<file path="src/rtl/ifetch_rd_arbiter_if.sv">
// Bundle of fetch-requester handshakes and the shared AXI3 read channel.
// master = the arbiter (AXI read master), slave = requesters + AXI slave side.
interface ifetch_rd_arbiter_if;
  logic        m0_req;
  logic [31:0] m0_addr;
  logic [3:0]  m0_len;
  logic        m0_gnt;
  logic        m0_rvalid;
  logic [31:0] m0_rdata;
  logic        m0_rlast;

  logic        m1_req;
  logic [31:0] m1_addr;
  logic [3:0]  m1_len;
  logic        m1_gnt;
  logic        m1_rvalid;
  logic [31:0] m1_rdata;
  logic        m1_rlast;

  logic        m2_req;
  logic [31:0] m2_addr;
  logic [3:0]  m2_len;
  logic        m2_gnt;
  logic        m2_rvalid;
  logic [31:0] m2_rdata;
  logic        m2_rlast;

  logic [3:0]  arid;
  logic [31:0] araddr;
  logic [3:0]  arlen;
  logic [2:0]  arsize;
  logic [1:0]  arburst;
  logic [1:0]  arlock;
  logic [3:0]  arcache;
  logic [2:0]  arprot;
  logic        arvalid;
  logic        arready;

  logic [3:0]  rid;
  logic [31:0] rdata;
  logic [1:0]  rresp;
  logic        rlast;
  logic        rvalid;
  logic        rready;

  logic        busy;
  logic [1:0]  owner;

  modport master (
    input  m0_req, m0_addr, m0_len, m1_req, m1_addr, m1_len, m2_req, m2_addr, m2_len,
    output m0_gnt, m0_rvalid, m0_rdata, m0_rlast,
    output m1_gnt, m1_rvalid, m1_rdata, m1_rlast,
    output m2_gnt, m2_rvalid, m2_rdata, m2_rlast,
    output arid, araddr, arlen, arsize, arburst, arlock, arcache, arprot, arvalid,
    input  arready,
    input  rid, rdata, rresp, rlast, rvalid,
    output rready, busy, owner
  );

  modport slave (
    output m0_req, m0_addr, m0_len, m1_req, m1_addr, m1_len, m2_req, m2_addr, m2_len,
    input  m0_gnt, m0_rvalid, m0_rdata, m0_rlast,
    input  m1_gnt, m1_rvalid, m1_rdata, m1_rlast,
    input  m2_gnt, m2_rvalid, m2_rdata, m2_rlast,
    input  arid, araddr, arlen, arsize, arburst, arlock, arcache, arprot, arvalid,
    output arready,
    output rid, rdata, rresp, rlast, rvalid,
    input  rready, busy, owner
  );
endinterface

</file>
<file path="src/rtl/ifetch_rd_arbiter.sv">
// Fixed-priority (m0 > m1 > m2) arbiter sharing one AXI3 read port, one burst in flight.
// Optional m2 anti-starvation promotion: define IFETCH_ARB_STARVE_GUARD_EN.
module ifetch_rd_arbiter #(
  parameter int N_REQ        = 3,
  parameter int STARVE_LIMIT = 4
) (
  input logic               clk,
  input logic               rst,
  ifetch_rd_arbiter_if.master bus
);

  typedef enum logic [1:0] {IDLE, ADDR, DATA} state_t;

  localparam logic [1:0] NO_OWNER = 2'(N_REQ);

  state_t      state;
  logic        arvalid_q;
  logic        rready_q;
  logic        busy_q;
  logic [1:0]  owner_q;
  logic [3:0]  arid_q;
  logic [31:0] araddr_q;
  logic [3:0]  arlen_q;

  logic        any_req;
  logic [1:0]  pri_idx;
  logic [1:0]  win_idx;
  logic [31:0] sel_addr;
  logic [3:0]  sel_len;
  logic        ar_hs;

`ifdef IFETCH_ARB_STARVE_GUARD_EN
  logic [2:0]  starve_cnt;
`endif

  assign any_req = bus.m0_req | bus.m1_req | bus.m2_req;

  always_comb begin
    if (bus.m0_req)      pri_idx = 2'd0;
    else if (bus.m1_req) pri_idx = 2'd1;
    else                 pri_idx = 2'd2;
    win_idx = pri_idx;
`ifdef IFETCH_ARB_STARVE_GUARD_EN
    // m2 has lost enough times in a row: it jumps the queue once
    if (bus.m2_req && (starve_cnt == 3'(STARVE_LIMIT))) win_idx = 2'd2;
`endif
    case (win_idx)
      2'd0:    begin sel_addr = bus.m0_addr; sel_len = bus.m0_len; end
      2'd1:    begin sel_addr = bus.m1_addr; sel_len = bus.m1_len; end
      default: begin sel_addr = bus.m2_addr; sel_len = bus.m2_len; end
    endcase
  end

  always_ff @(posedge clk) begin
    if (rst) begin
      state     <= IDLE;
      arvalid_q <= 1'b0;
      rready_q  <= 1'b0;
      busy_q    <= 1'b0;
      owner_q   <= NO_OWNER;
      arid_q    <= 4'd0;
      araddr_q  <= 32'd0;
      arlen_q   <= 4'd0;
`ifdef IFETCH_ARB_STARVE_GUARD_EN
      starve_cnt <= 3'd0;
`endif
    end else begin
      case (state)
        IDLE: begin
          if (any_req) begin
            state     <= ADDR;
            arvalid_q <= 1'b1;
            busy_q    <= 1'b1;
            owner_q   <= win_idx;
            arid_q    <= {2'b00, win_idx};
            araddr_q  <= sel_addr;
            arlen_q   <= sel_len;
          end
`ifdef IFETCH_ARB_STARVE_GUARD_EN
          if (!bus.m2_req || (win_idx == 2'd2)) starve_cnt <= 3'd0;
          else                                  starve_cnt <= starve_cnt + 3'd1;
`endif
        end
        ADDR: begin
          if (bus.arready) begin
            state     <= DATA;
            arvalid_q <= 1'b0;
            rready_q  <= 1'b1;
          end
        end
        DATA: begin
          // rlast alone closes the burst; beats are not counted
          if (bus.rvalid && bus.rlast) begin
            state    <= IDLE;
            rready_q <= 1'b0;
            busy_q   <= 1'b0;
            owner_q  <= NO_OWNER;
          end
        end
        default: state <= IDLE;
      endcase
    end
  end

  assign ar_hs = arvalid_q & bus.arready;

  assign bus.m0_gnt = ar_hs && (owner_q == 2'd0);
  assign bus.m1_gnt = ar_hs && (owner_q == 2'd1);
  assign bus.m2_gnt = ar_hs && (owner_q == 2'd2);

  // R channel is steered to the owner only while in DATA; everyone else sees zeros
  assign bus.m0_rvalid = rready_q && (owner_q == 2'd0) && bus.rvalid;
  assign bus.m1_rvalid = rready_q && (owner_q == 2'd1) && bus.rvalid;
  assign bus.m2_rvalid = rready_q && (owner_q == 2'd2) && bus.rvalid;
  assign bus.m0_rlast  = rready_q && (owner_q == 2'd0) && bus.rlast;
  assign bus.m1_rlast  = rready_q && (owner_q == 2'd1) && bus.rlast;
  assign bus.m2_rlast  = rready_q && (owner_q == 2'd2) && bus.rlast;
  assign bus.m0_rdata  = (rready_q && (owner_q == 2'd0)) ? bus.rdata : 32'd0;
  assign bus.m1_rdata  = (rready_q && (owner_q == 2'd1)) ? bus.rdata : 32'd0;
  assign bus.m2_rdata  = (rready_q && (owner_q == 2'd2)) ? bus.rdata : 32'd0;

  assign bus.arid    = arid_q;
  assign bus.araddr  = araddr_q;
  assign bus.arlen   = arlen_q;
  assign bus.arsize  = 3'b010;
  assign bus.arburst = 2'b01;
  assign bus.arlock  = 2'b00;
  assign bus.arcache = 4'b0000;
  assign bus.arprot  = 3'b000;
  assign bus.arvalid = arvalid_q;
  assign bus.rready  = rready_q;
  assign bus.busy    = busy_q;
  assign bus.owner   = owner_q;

  // rid/rresp are intentionally not inspected
  logic unused_sigs;
`ifdef IFETCH_ARB_STARVE_GUARD_EN
  assign unused_sigs = ^{bus.rid, bus.rresp};
`else
  assign unused_sigs = ^{bus.rid, bus.rresp, 3'(STARVE_LIMIT)};
`endif

endmodule

</file>
<file path="src/flat_wrapper.sv">
// flat-port wrapper written by rule: the top's interface ports become plain ports
module ifetch_rd_arbiter_flat 
#(
  parameter int N_REQ        = 3,
  parameter int STARVE_LIMIT = 4
)
  (clk, rst, bus_m0_req, bus_m0_addr, bus_m0_len, bus_m1_req, bus_m1_addr, bus_m1_len, bus_m2_req, bus_m2_addr, bus_m2_len, bus_m0_gnt, bus_m0_rvalid, bus_m0_rdata, bus_m0_rlast, bus_m1_gnt, bus_m1_rvalid, bus_m1_rdata, bus_m1_rlast, bus_m2_gnt, bus_m2_rvalid, bus_m2_rdata, bus_m2_rlast, bus_arid, bus_araddr, bus_arlen, bus_arsize, bus_arburst, bus_arlock, bus_arcache, bus_arprot, bus_arvalid, bus_arready, bus_rid, bus_rdata, bus_rresp, bus_rlast, bus_rvalid, bus_rready, bus_busy, bus_owner);
  ifetch_rd_arbiter_if bus_i ();
  input logic clk;
  input logic rst;
  input wire logic [$bits(bus_i.m0_req)-1:0] bus_m0_req;
  input wire logic [$bits(bus_i.m0_addr)-1:0] bus_m0_addr;
  input wire logic [$bits(bus_i.m0_len)-1:0] bus_m0_len;
  input wire logic [$bits(bus_i.m1_req)-1:0] bus_m1_req;
  input wire logic [$bits(bus_i.m1_addr)-1:0] bus_m1_addr;
  input wire logic [$bits(bus_i.m1_len)-1:0] bus_m1_len;
  input wire logic [$bits(bus_i.m2_req)-1:0] bus_m2_req;
  input wire logic [$bits(bus_i.m2_addr)-1:0] bus_m2_addr;
  input wire logic [$bits(bus_i.m2_len)-1:0] bus_m2_len;
  output wire logic [$bits(bus_i.m0_gnt)-1:0] bus_m0_gnt;
  output wire logic [$bits(bus_i.m0_rvalid)-1:0] bus_m0_rvalid;
  output wire logic [$bits(bus_i.m0_rdata)-1:0] bus_m0_rdata;
  output wire logic [$bits(bus_i.m0_rlast)-1:0] bus_m0_rlast;
  output wire logic [$bits(bus_i.m1_gnt)-1:0] bus_m1_gnt;
  output wire logic [$bits(bus_i.m1_rvalid)-1:0] bus_m1_rvalid;
  output wire logic [$bits(bus_i.m1_rdata)-1:0] bus_m1_rdata;
  output wire logic [$bits(bus_i.m1_rlast)-1:0] bus_m1_rlast;
  output wire logic [$bits(bus_i.m2_gnt)-1:0] bus_m2_gnt;
  output wire logic [$bits(bus_i.m2_rvalid)-1:0] bus_m2_rvalid;
  output wire logic [$bits(bus_i.m2_rdata)-1:0] bus_m2_rdata;
  output wire logic [$bits(bus_i.m2_rlast)-1:0] bus_m2_rlast;
  output wire logic [$bits(bus_i.arid)-1:0] bus_arid;
  output wire logic [$bits(bus_i.araddr)-1:0] bus_araddr;
  output wire logic [$bits(bus_i.arlen)-1:0] bus_arlen;
  output wire logic [$bits(bus_i.arsize)-1:0] bus_arsize;
  output wire logic [$bits(bus_i.arburst)-1:0] bus_arburst;
  output wire logic [$bits(bus_i.arlock)-1:0] bus_arlock;
  output wire logic [$bits(bus_i.arcache)-1:0] bus_arcache;
  output wire logic [$bits(bus_i.arprot)-1:0] bus_arprot;
  output wire logic [$bits(bus_i.arvalid)-1:0] bus_arvalid;
  input wire logic [$bits(bus_i.arready)-1:0] bus_arready;
  input wire logic [$bits(bus_i.rid)-1:0] bus_rid;
  input wire logic [$bits(bus_i.rdata)-1:0] bus_rdata;
  input wire logic [$bits(bus_i.rresp)-1:0] bus_rresp;
  input wire logic [$bits(bus_i.rlast)-1:0] bus_rlast;
  input wire logic [$bits(bus_i.rvalid)-1:0] bus_rvalid;
  output wire logic [$bits(bus_i.rready)-1:0] bus_rready;
  output wire logic [$bits(bus_i.busy)-1:0] bus_busy;
  output wire logic [$bits(bus_i.owner)-1:0] bus_owner;
  assign bus_i.m0_req = bus_m0_req;
  assign bus_i.m0_addr = bus_m0_addr;
  assign bus_i.m0_len = bus_m0_len;
  assign bus_i.m1_req = bus_m1_req;
  assign bus_i.m1_addr = bus_m1_addr;
  assign bus_i.m1_len = bus_m1_len;
  assign bus_i.m2_req = bus_m2_req;
  assign bus_i.m2_addr = bus_m2_addr;
  assign bus_i.m2_len = bus_m2_len;
  assign bus_m0_gnt = bus_i.m0_gnt;
  assign bus_m0_rvalid = bus_i.m0_rvalid;
  assign bus_m0_rdata = bus_i.m0_rdata;
  assign bus_m0_rlast = bus_i.m0_rlast;
  assign bus_m1_gnt = bus_i.m1_gnt;
  assign bus_m1_rvalid = bus_i.m1_rvalid;
  assign bus_m1_rdata = bus_i.m1_rdata;
  assign bus_m1_rlast = bus_i.m1_rlast;
  assign bus_m2_gnt = bus_i.m2_gnt;
  assign bus_m2_rvalid = bus_i.m2_rvalid;
  assign bus_m2_rdata = bus_i.m2_rdata;
  assign bus_m2_rlast = bus_i.m2_rlast;
  assign bus_arid = bus_i.arid;
  assign bus_araddr = bus_i.araddr;
  assign bus_arlen = bus_i.arlen;
  assign bus_arsize = bus_i.arsize;
  assign bus_arburst = bus_i.arburst;
  assign bus_arlock = bus_i.arlock;
  assign bus_arcache = bus_i.arcache;
  assign bus_arprot = bus_i.arprot;
  assign bus_arvalid = bus_i.arvalid;
  assign bus_i.arready = bus_arready;
  assign bus_i.rid = bus_rid;
  assign bus_i.rdata = bus_rdata;
  assign bus_i.rresp = bus_rresp;
  assign bus_i.rlast = bus_rlast;
  assign bus_i.rvalid = bus_rvalid;
  assign bus_rready = bus_i.rready;
  assign bus_busy = bus_i.busy;
  assign bus_owner = bus_i.owner;
  ifetch_rd_arbiter #(.N_REQ(N_REQ), .STARVE_LIMIT(STARVE_LIMIT)) u_core (.clk(clk), .rst(rst), .bus(bus_i));
endmodule
</file>
<file path="config.mk">
export PLATFORM = sky130hd
export DESIGN_NAME = ifetch_rd_arbiter_flat
export DESIGN_NICKNAME = d
export VERILOG_FILES = /design/src/rtl/ifetch_rd_arbiter_if.sv /design/src/rtl/ifetch_rd_arbiter.sv /design/src/flat_wrapper.sv
export SDC_FILE = /design/constraint.sdc
export NUM_CORES = 1
export LEC_CHECK = 0
export ABC_CLOCK_PERIOD_IN_PS = 2200
export BUFFER_PORTS_ARGS = -buffer_cell sky130_fd_sc_hd__buf_2
export CAP_MARGIN = 5
export CORE_AREA = 2 2 124 126
export DETAILED_ROUTE_END_ITERATION = 8
export DIE_AREA = 0 0 126 128
export PLACE_DENSITY = 0.59
export SYNTH_ARGS = -nofsm -noshare
export SYNTH_HDL_FRONTEND = slang
export SYNTH_SLANG_ARGS = --single-unit
export TNS_END_PERCENT = 100
</file>
<file path="constraint.sdc">
create_clock -name clk -period 2.2 [get_ports clk]
set_input_delay 0.66 -clock clk [delete_from_list [all_inputs] [get_ports clk]]
set_output_delay 0.66 -clock clk [all_outputs]
set_load 0.05 [all_outputs]
</file>
# Word level (Yosys, flattened, before mapping)
# Index checks and enable logic that the tools add are counted.
totals:
  ff_bits: 45
  in_bits: 154
  output_inout_bits: 164
  elab_cells: 64
op_classes:
  eq_ne: 8
  muxes: 21
  n_bitwise: 3
  reduce_logical: 24
op_table:
  columns: ["operator", "n"]
  rows:
  - ["$mux W32", 3]
  - ["$pmux W32 S2", 1]
  - ["$mux W2", 7]
  - ["$logic_and A1 B1 Y1", 13]
  - ["$reduce_and A3 Y1", 4]
  - ["$pmux W4 S2", 1]
  - ["$eq A2 B1 Y1 const B", 3]
  - ["$logic_not A2 Y1", 3]
  - ["$pmux W1 S2", 3]
  - ["$pmux W2 S3", 1]
  - ["$reduce_bool A2 Y1", 3]
  - ["$eq A2 B2 Y1 const B", 2]
  - ["$mux W1", 4]
  - ["$ne A2 B1 Y1 const B", 2]
  - ["$pmux W2 S2", 1]
  - ["$ne A2 B2 Y1 const B", 1]
  - ["$or A1 B1 Y1", 2]
  - ["$reduce_and A2 Y1", 1]
  - ["$and A1 B1 Y1", 1]

# Depth between registers and ports, before layout
logic_depth:
  ltp_word: 4
  mapped_depth: 5

# Least setup slack after synthesis
# Ideal clock, no wire load.
synth_timing:
  path_type: "reg-to-output"
  from: "register u_core.arvalid_q, in the netlist u_core.bus.arvalid"
  to: "output bus_m2_gnt"
  t_arrival_ns: 1.997
  setup_slack_ns: -0.457
  stages_incl_launch_ff: 3
  path_buffers: 0
  path_cell_list: "dfxtp_1 -> nand2_1 -> nor3b_1"
synth_via:
  elab_chain_cells: 2
synth_lines:
  columns: ["element", "line_no", "rtl"]
  rows:
  - ["start, declared", "ifetch_rd_arbiter.sv:17", "logic arvalid_q;"]
  - ["start signal, assigned", "ifetch_rd_arbiter.sv:57", "arvalid_q <= 1'b0;"]
  - ["start signal, assigned", "ifetch_rd_arbiter.sv:72", "arvalid_q <= 1'b1;"]
  - ["start signal, assigned", "ifetch_rd_arbiter.sv:87", "arvalid_q <= 1'b0;"]
  - ["$and A1 B1 Y1", "ifetch_rd_arbiter.sv:105", "assign ar_hs = arvalid_q & bus.arready;"]
  - ["$logic_and A1 B1 Y1", "ifetch_rd_arbiter.sv:109", "assign bus.m2_gnt = ar_hs && (owner_q == 2'd2);"]
  - ["end, declared", "flat_wrapper.sv:28", "output wire logic [$bits(bus_i.m2_gnt)-1:0] bus_m2_gnt;"]
# Every way passes these cells.

# Worst setup path in the final report
layout_timing:
  from: "register u_core.owner_q[0], in the netlist u_core.bus.owner[0]"
  to: "output bus_m2_rdata[23]"
layout_via:
  elab_chain_cells: 3
layout_lines:
  columns: ["element", "line_no", "rtl"]
  rows:
  - ["start, declared", "ifetch_rd_arbiter.sv:20", "logic [1:0] owner_q;"]
  - ["start signal, assigned", "ifetch_rd_arbiter.sv:74", "owner_q <= win_idx;"]
  - ["$eq A2 B2 Y1", "ifetch_rd_arbiter.sv:120", "assign bus.m2_rdata = (rready_q && (owner_q == 2'd2)) ? bus.rdata : 32'd0;"]
  - ["$logic_and A1 B1 Y1", "ifetch_rd_arbiter.sv:120", null]
  - ["$mux W32", "ifetch_rd_arbiter.sv:120", null]
  - ["end, declared", "flat_wrapper.sv:30", "output wire logic [$bits(bus_i.m2_rdata)-1:0] bus_m2_rdata;"]
# Every way passes these cells.

==> impl_metrics.yaml <==
critical_path:
  cpLargestDelayFamily: "simple AND/OR/NAND/NOR gates"
  critical_path.reg2reg.startpoint: "u_core.state[0]$_SDFFE_PP0P_"
  worst_setup_path_start_kind: "flop"
  cp_max_stage_delay_ns: 0.38
  critPathArrivalTime_ns: 1.49
  critPathSlowestCell: "sky130_fd_sc_hd__dfxtp_4"
  worst_ep_required_time_ns: 1.54
  timing.rr.end: "u_core.bus.araddr[28]$_SDFFE_PP0P_"
  worst_r2r_path_depth: 4
  reg2reg_slack_ns: 0.57
  timing.critical_path.cells: "and3b_1 -> buf_4 -> and2_1 -> buf_4"
  timing.setup.critical_path_class: "reg -> out"
  worstPathBufferInverterCount: 2
  crit_path_capture_type: "output pin"
  path_max_fanout: 16
  most_common_cell_on_crit_path: "sky130_fd_sc_hd__buf_4"
sta:
  finalMaxSlewViolations: 0
  rsz0062_at_grt: "yes"
  report.final.hold_viol_count: 0
  count_of_endpoints_failing_setup_in_the_final_report: 0
  layout_worst_path_cycle_share_pct: 97.9
  finalWorstPathRequiredPeriod_ns: 2.15
  fin_setup_tns_ns: 0
  slew_headroom_pct: 66.8
  fmaxAchievable_mhz: 464
  tightestPinTransition_ns: 0.496
  finalClockSkew_ns: 0.00529
synth:
  yosys-mux-area-fraction_pct: 11.7
  synth_xor_xnor_area_share_pct: 0
  post_synth_and_or_nand_nor_area_fraction_pct: 30.6
  synth_flop_cell: "sky130_fd_sc_hd__dfxtp_1"
  number_of_different_library_cells_in_the_post_synthesis_netlist: 32
  main_combinational_cell_family_by_area_after_synthesis: "simple AND/OR/NAND/NOR gates"
  seq_cells_post_synth: 45
  synthesis.yosys.warnings: 0
  synthesis.instances: 383
  synth-seq-area-share_pct: 29.1
  synth-adder-area-share_pct: 0
  synth_compound_gate_area_share_pct: 19.3
  post_synth_edffs: 0
  netlist_area_mm2: 0.00309
  syn-mean-instance-area_um2: 8.08
  async_reset_ff_share_pct: 0
grt:
  grt-ovfl-total: 0
  antenna_violations_before_repair: 4
  grt_pass1_wl_mm: 17.6
  via_count_of_the_first_global_routing_pass: 3336
  grtUsageTotal_pct: 13.8
  pin_count_of_the_biggest_net_entering_global_routing: 76
drt:
  wl_per_cell_um: 13.9
  routed-via-count: 3608
  drt_wl_total_mm: 11.9
  drc: 0
  drt.antenna.violating_nets: 0
  initial_drt_markers: 95
  router_iterations_before_antenna_repair: 4
  avg_vias_per_cell: 4.23
die:
  die_width_um: 126
  full_die_area_mm2: 0.0161
  top_level_ports: 318
  rows: 45
  initial_utilization_pct: 20.8
  core_region_area_mm2: 0.0149
  die_h_um: 128
power:
  psw_mw: 1.05
  power.switching_fraction_pct: 36.9
  peakVddDrop_v: 0.000299
  p_int_mw: 1.79
  clock_group_share_of_total_power_pct: 30.7
  power.static_leakage_nw: 2.82
  power.share.combinational_pct: 35.7
  power_mw: 2.84
  powerDensity_mw_per_mm2: 541
  seq_power_share_pct: 33.6
flow_run:
  maxCapViolCount: 0
hold_path:
  count_of_cells_along_the_worst_hold_path: 2
  hp-start: "u_core.bus.busy$_SDFFE_PP0P_"
  hp-class: "reg -> reg"
  hold_end: "u_core.bus.busy$_SDFFE_PP0P_"
finish:
  fillCellCount: 1569
  finalNetCount: 815
  commonest_cells_after_routing_fill_and_taps_aside: "sky130_fd_sc_hd__buf_2, sky130_fd_sc_hd__and2_1, sky130_fd_sc_hd__clkbuf_4, sky130_fd_sc_hd__nand2_1, sky130_fd_sc_hd__dfxtp_1"
  flow.area_growth_from_synthesis_pct: 69.5
  drive_gt1_share_pct: 52.6
  leading_cell_type_in_the_layout_fill_and_taps_excluded: "sky130_fd_sc_hd__buf_2"
clocking:
  tritoncts_clock_tree: "done"
  max-clock-path-buffers: 2
  clock_sink_count: 45
  clock-root-buffer: "sky130_fd_sc_hd__clkbuf_16"
  cts_setup_buffers: 0
  tritoncts.num_buffers: 5
  htree_num_levels: 2
  worst_setup_hold_path_clk_slew_ns: 0.06
  ctsHoldBuffers: 0
  clkLatencyLatePin_ns: 0.29
place:
  place.port_buffers: 295
  dp_hpwl_mm: 9.66
  finalWeightedCongestion: 0.813
status:
  outcome: "finished, final reports clean"
[logic make-up (layout without fill, tap and decap cells)]
family / Yosys count / after routing
other: 2 / 19
and+or+nand+nor: 166 / 166
muxes: 36 / 36
DFF: 45 / 45
AOI/OAI and AO/OA: 87 / 87
buffers and inverters: 47 / 312
[stage by stage]
stage | instance area [µm²] | setup slack (ns) | util [%] | instances | hold slack, ns
5_1_grt | 5240 | -0.0116 | 35.2 | 850 | 0.492
6_report | 5240 | 0.0456 | 35.3 | 853 | 0.452
3_5_place_dp | 4810 | 0.125 | 32.4 | 842 | 0.449
3_3_place_gp | 4810 | 0.115 | 32.4 | 842 | 0.446
2_1_floorplan | 3190 | -0.457 | - | 397 | 0.548
4_1_cts | 5050 | 0.000748 | 34.0 | 850 | 0.457
[metal layers]
metal  vias up  global-route usage, %  wire [µm]
met1      1567                   16.1       4670
met4         4                   2.71        105
met3        10                   4.22       1140
li1       1838                      -          -
met5         -                      0         15
met2       189                   25.0       5960
[registers in the layout, indices dropped and copies added, names as in the netlist]
| name | cells |
|---|---|
| u_core.bus.arvalid | 1 |
| u_core.bus.rready | 1 |
| u_core.bus.araddr | 32 |
| u_core.bus.arid | 2 |
| u_core.bus.busy | 1 |
| u_core.bus.owner | 2 |
| u_core.bus.arlen | 4 |
| u_core.state | 2 |
[worst min-delay path, delay by kind of cell, from the launching register on]
family / cells / cell delay (ns)
AO/OA/AOI/OAI: 1 / 0.05
flip-flops: 1 / 0.30
AND/OR/NAND/NOR: 1 / 0.05
[power by group through the flow]
stage          clock, mW  sequential, mW  combinational, mW
6_report           0.873           0.953               1.01
3_5_place_dp           0           0.967               1.01
5_1_grt            0.937           0.964               1.09
4_1_cts            0.907           0.952               1.01
2_1_floorplan          0            1.22              0.448
3_3_place_gp           0           0.968               1.01
[cells in the mapped netlist, types with 3 or more instances]
cell	number	area share, %
sky130_fd_sc_hd__o21ai_0	30	4.9
sky130_fd_sc_hd__buf_2	7	1.1
sky130_fd_sc_hd__buf_4	19	4.6
sky130_fd_sc_hd__nor3b_1	3	0.73
sky130_fd_sc_hd__a21oi_1	7	1.1
sky130_fd_sc_hd__and2_1	102	21
sky130_fd_sc_hd__nor2_1	4	0.49
sky130_fd_sc_hd__a22o_1	36	10
sky130_fd_sc_hd__nand2_1	42	5.1
sky130_fd_sc_hd__nor3_1	3	0.49
sky130_fd_sc_hd__dfxtp_1	45	29
sky130_fd_sc_hd__clkbuf_1	16	1.9
sky130_fd_sc_hd__mux2i_1	36	12
sky130_fd_sc_hd__buf_6	3	1.1
sky130_fd_sc_hd__o21ai_1	7	1.1
[final cells by class]
cell class	instances	area (µm²)	share of cell area, %
Clock inverter	1	30.0	0.573
Multi-Input combinational cell	305	2010	38.4
Timing Repair Buffer	304	1900	36.3
Sequential cell	45	910	17.3
Tap cell	188	235	4.49
Clock buffer	7	143	2.72
Antenna cell	3	7.51	0.143
[worst max path at each step]
stage | from | end | slack (ns) | cells past startpoint
after detailed placement | bus_arready | bus_m2_gnt | 0.12 | 4
after global routing | u_core.bus.owner[0]$_SDFFE_PP1P_ | bus_m2_rdata[23] | -0.01 | 4
after floorplan | u_core.bus.arvalid$_SDFFE_PP0P_ | bus_m2_gnt | -0.46 | 2
after global placement | bus_arready | bus_m2_gnt | 0.11 | 4
after CTS | u_core.bus.owner[0]$_SDFFE_PP1P_ | bus_m0_rdata[9] | 0.0007 | 4
final | u_core.bus.owner[0]$_SDFFE_PP1P_ | bus_m2_rdata[23] | 0.05 | 4
[timing repair]
action,in CTS,in global routing
setup endpoints to repair,26,102
resized for setup,26,76
cloned,0,0
No activity file was read; power rests on OpenSTA's default activity.
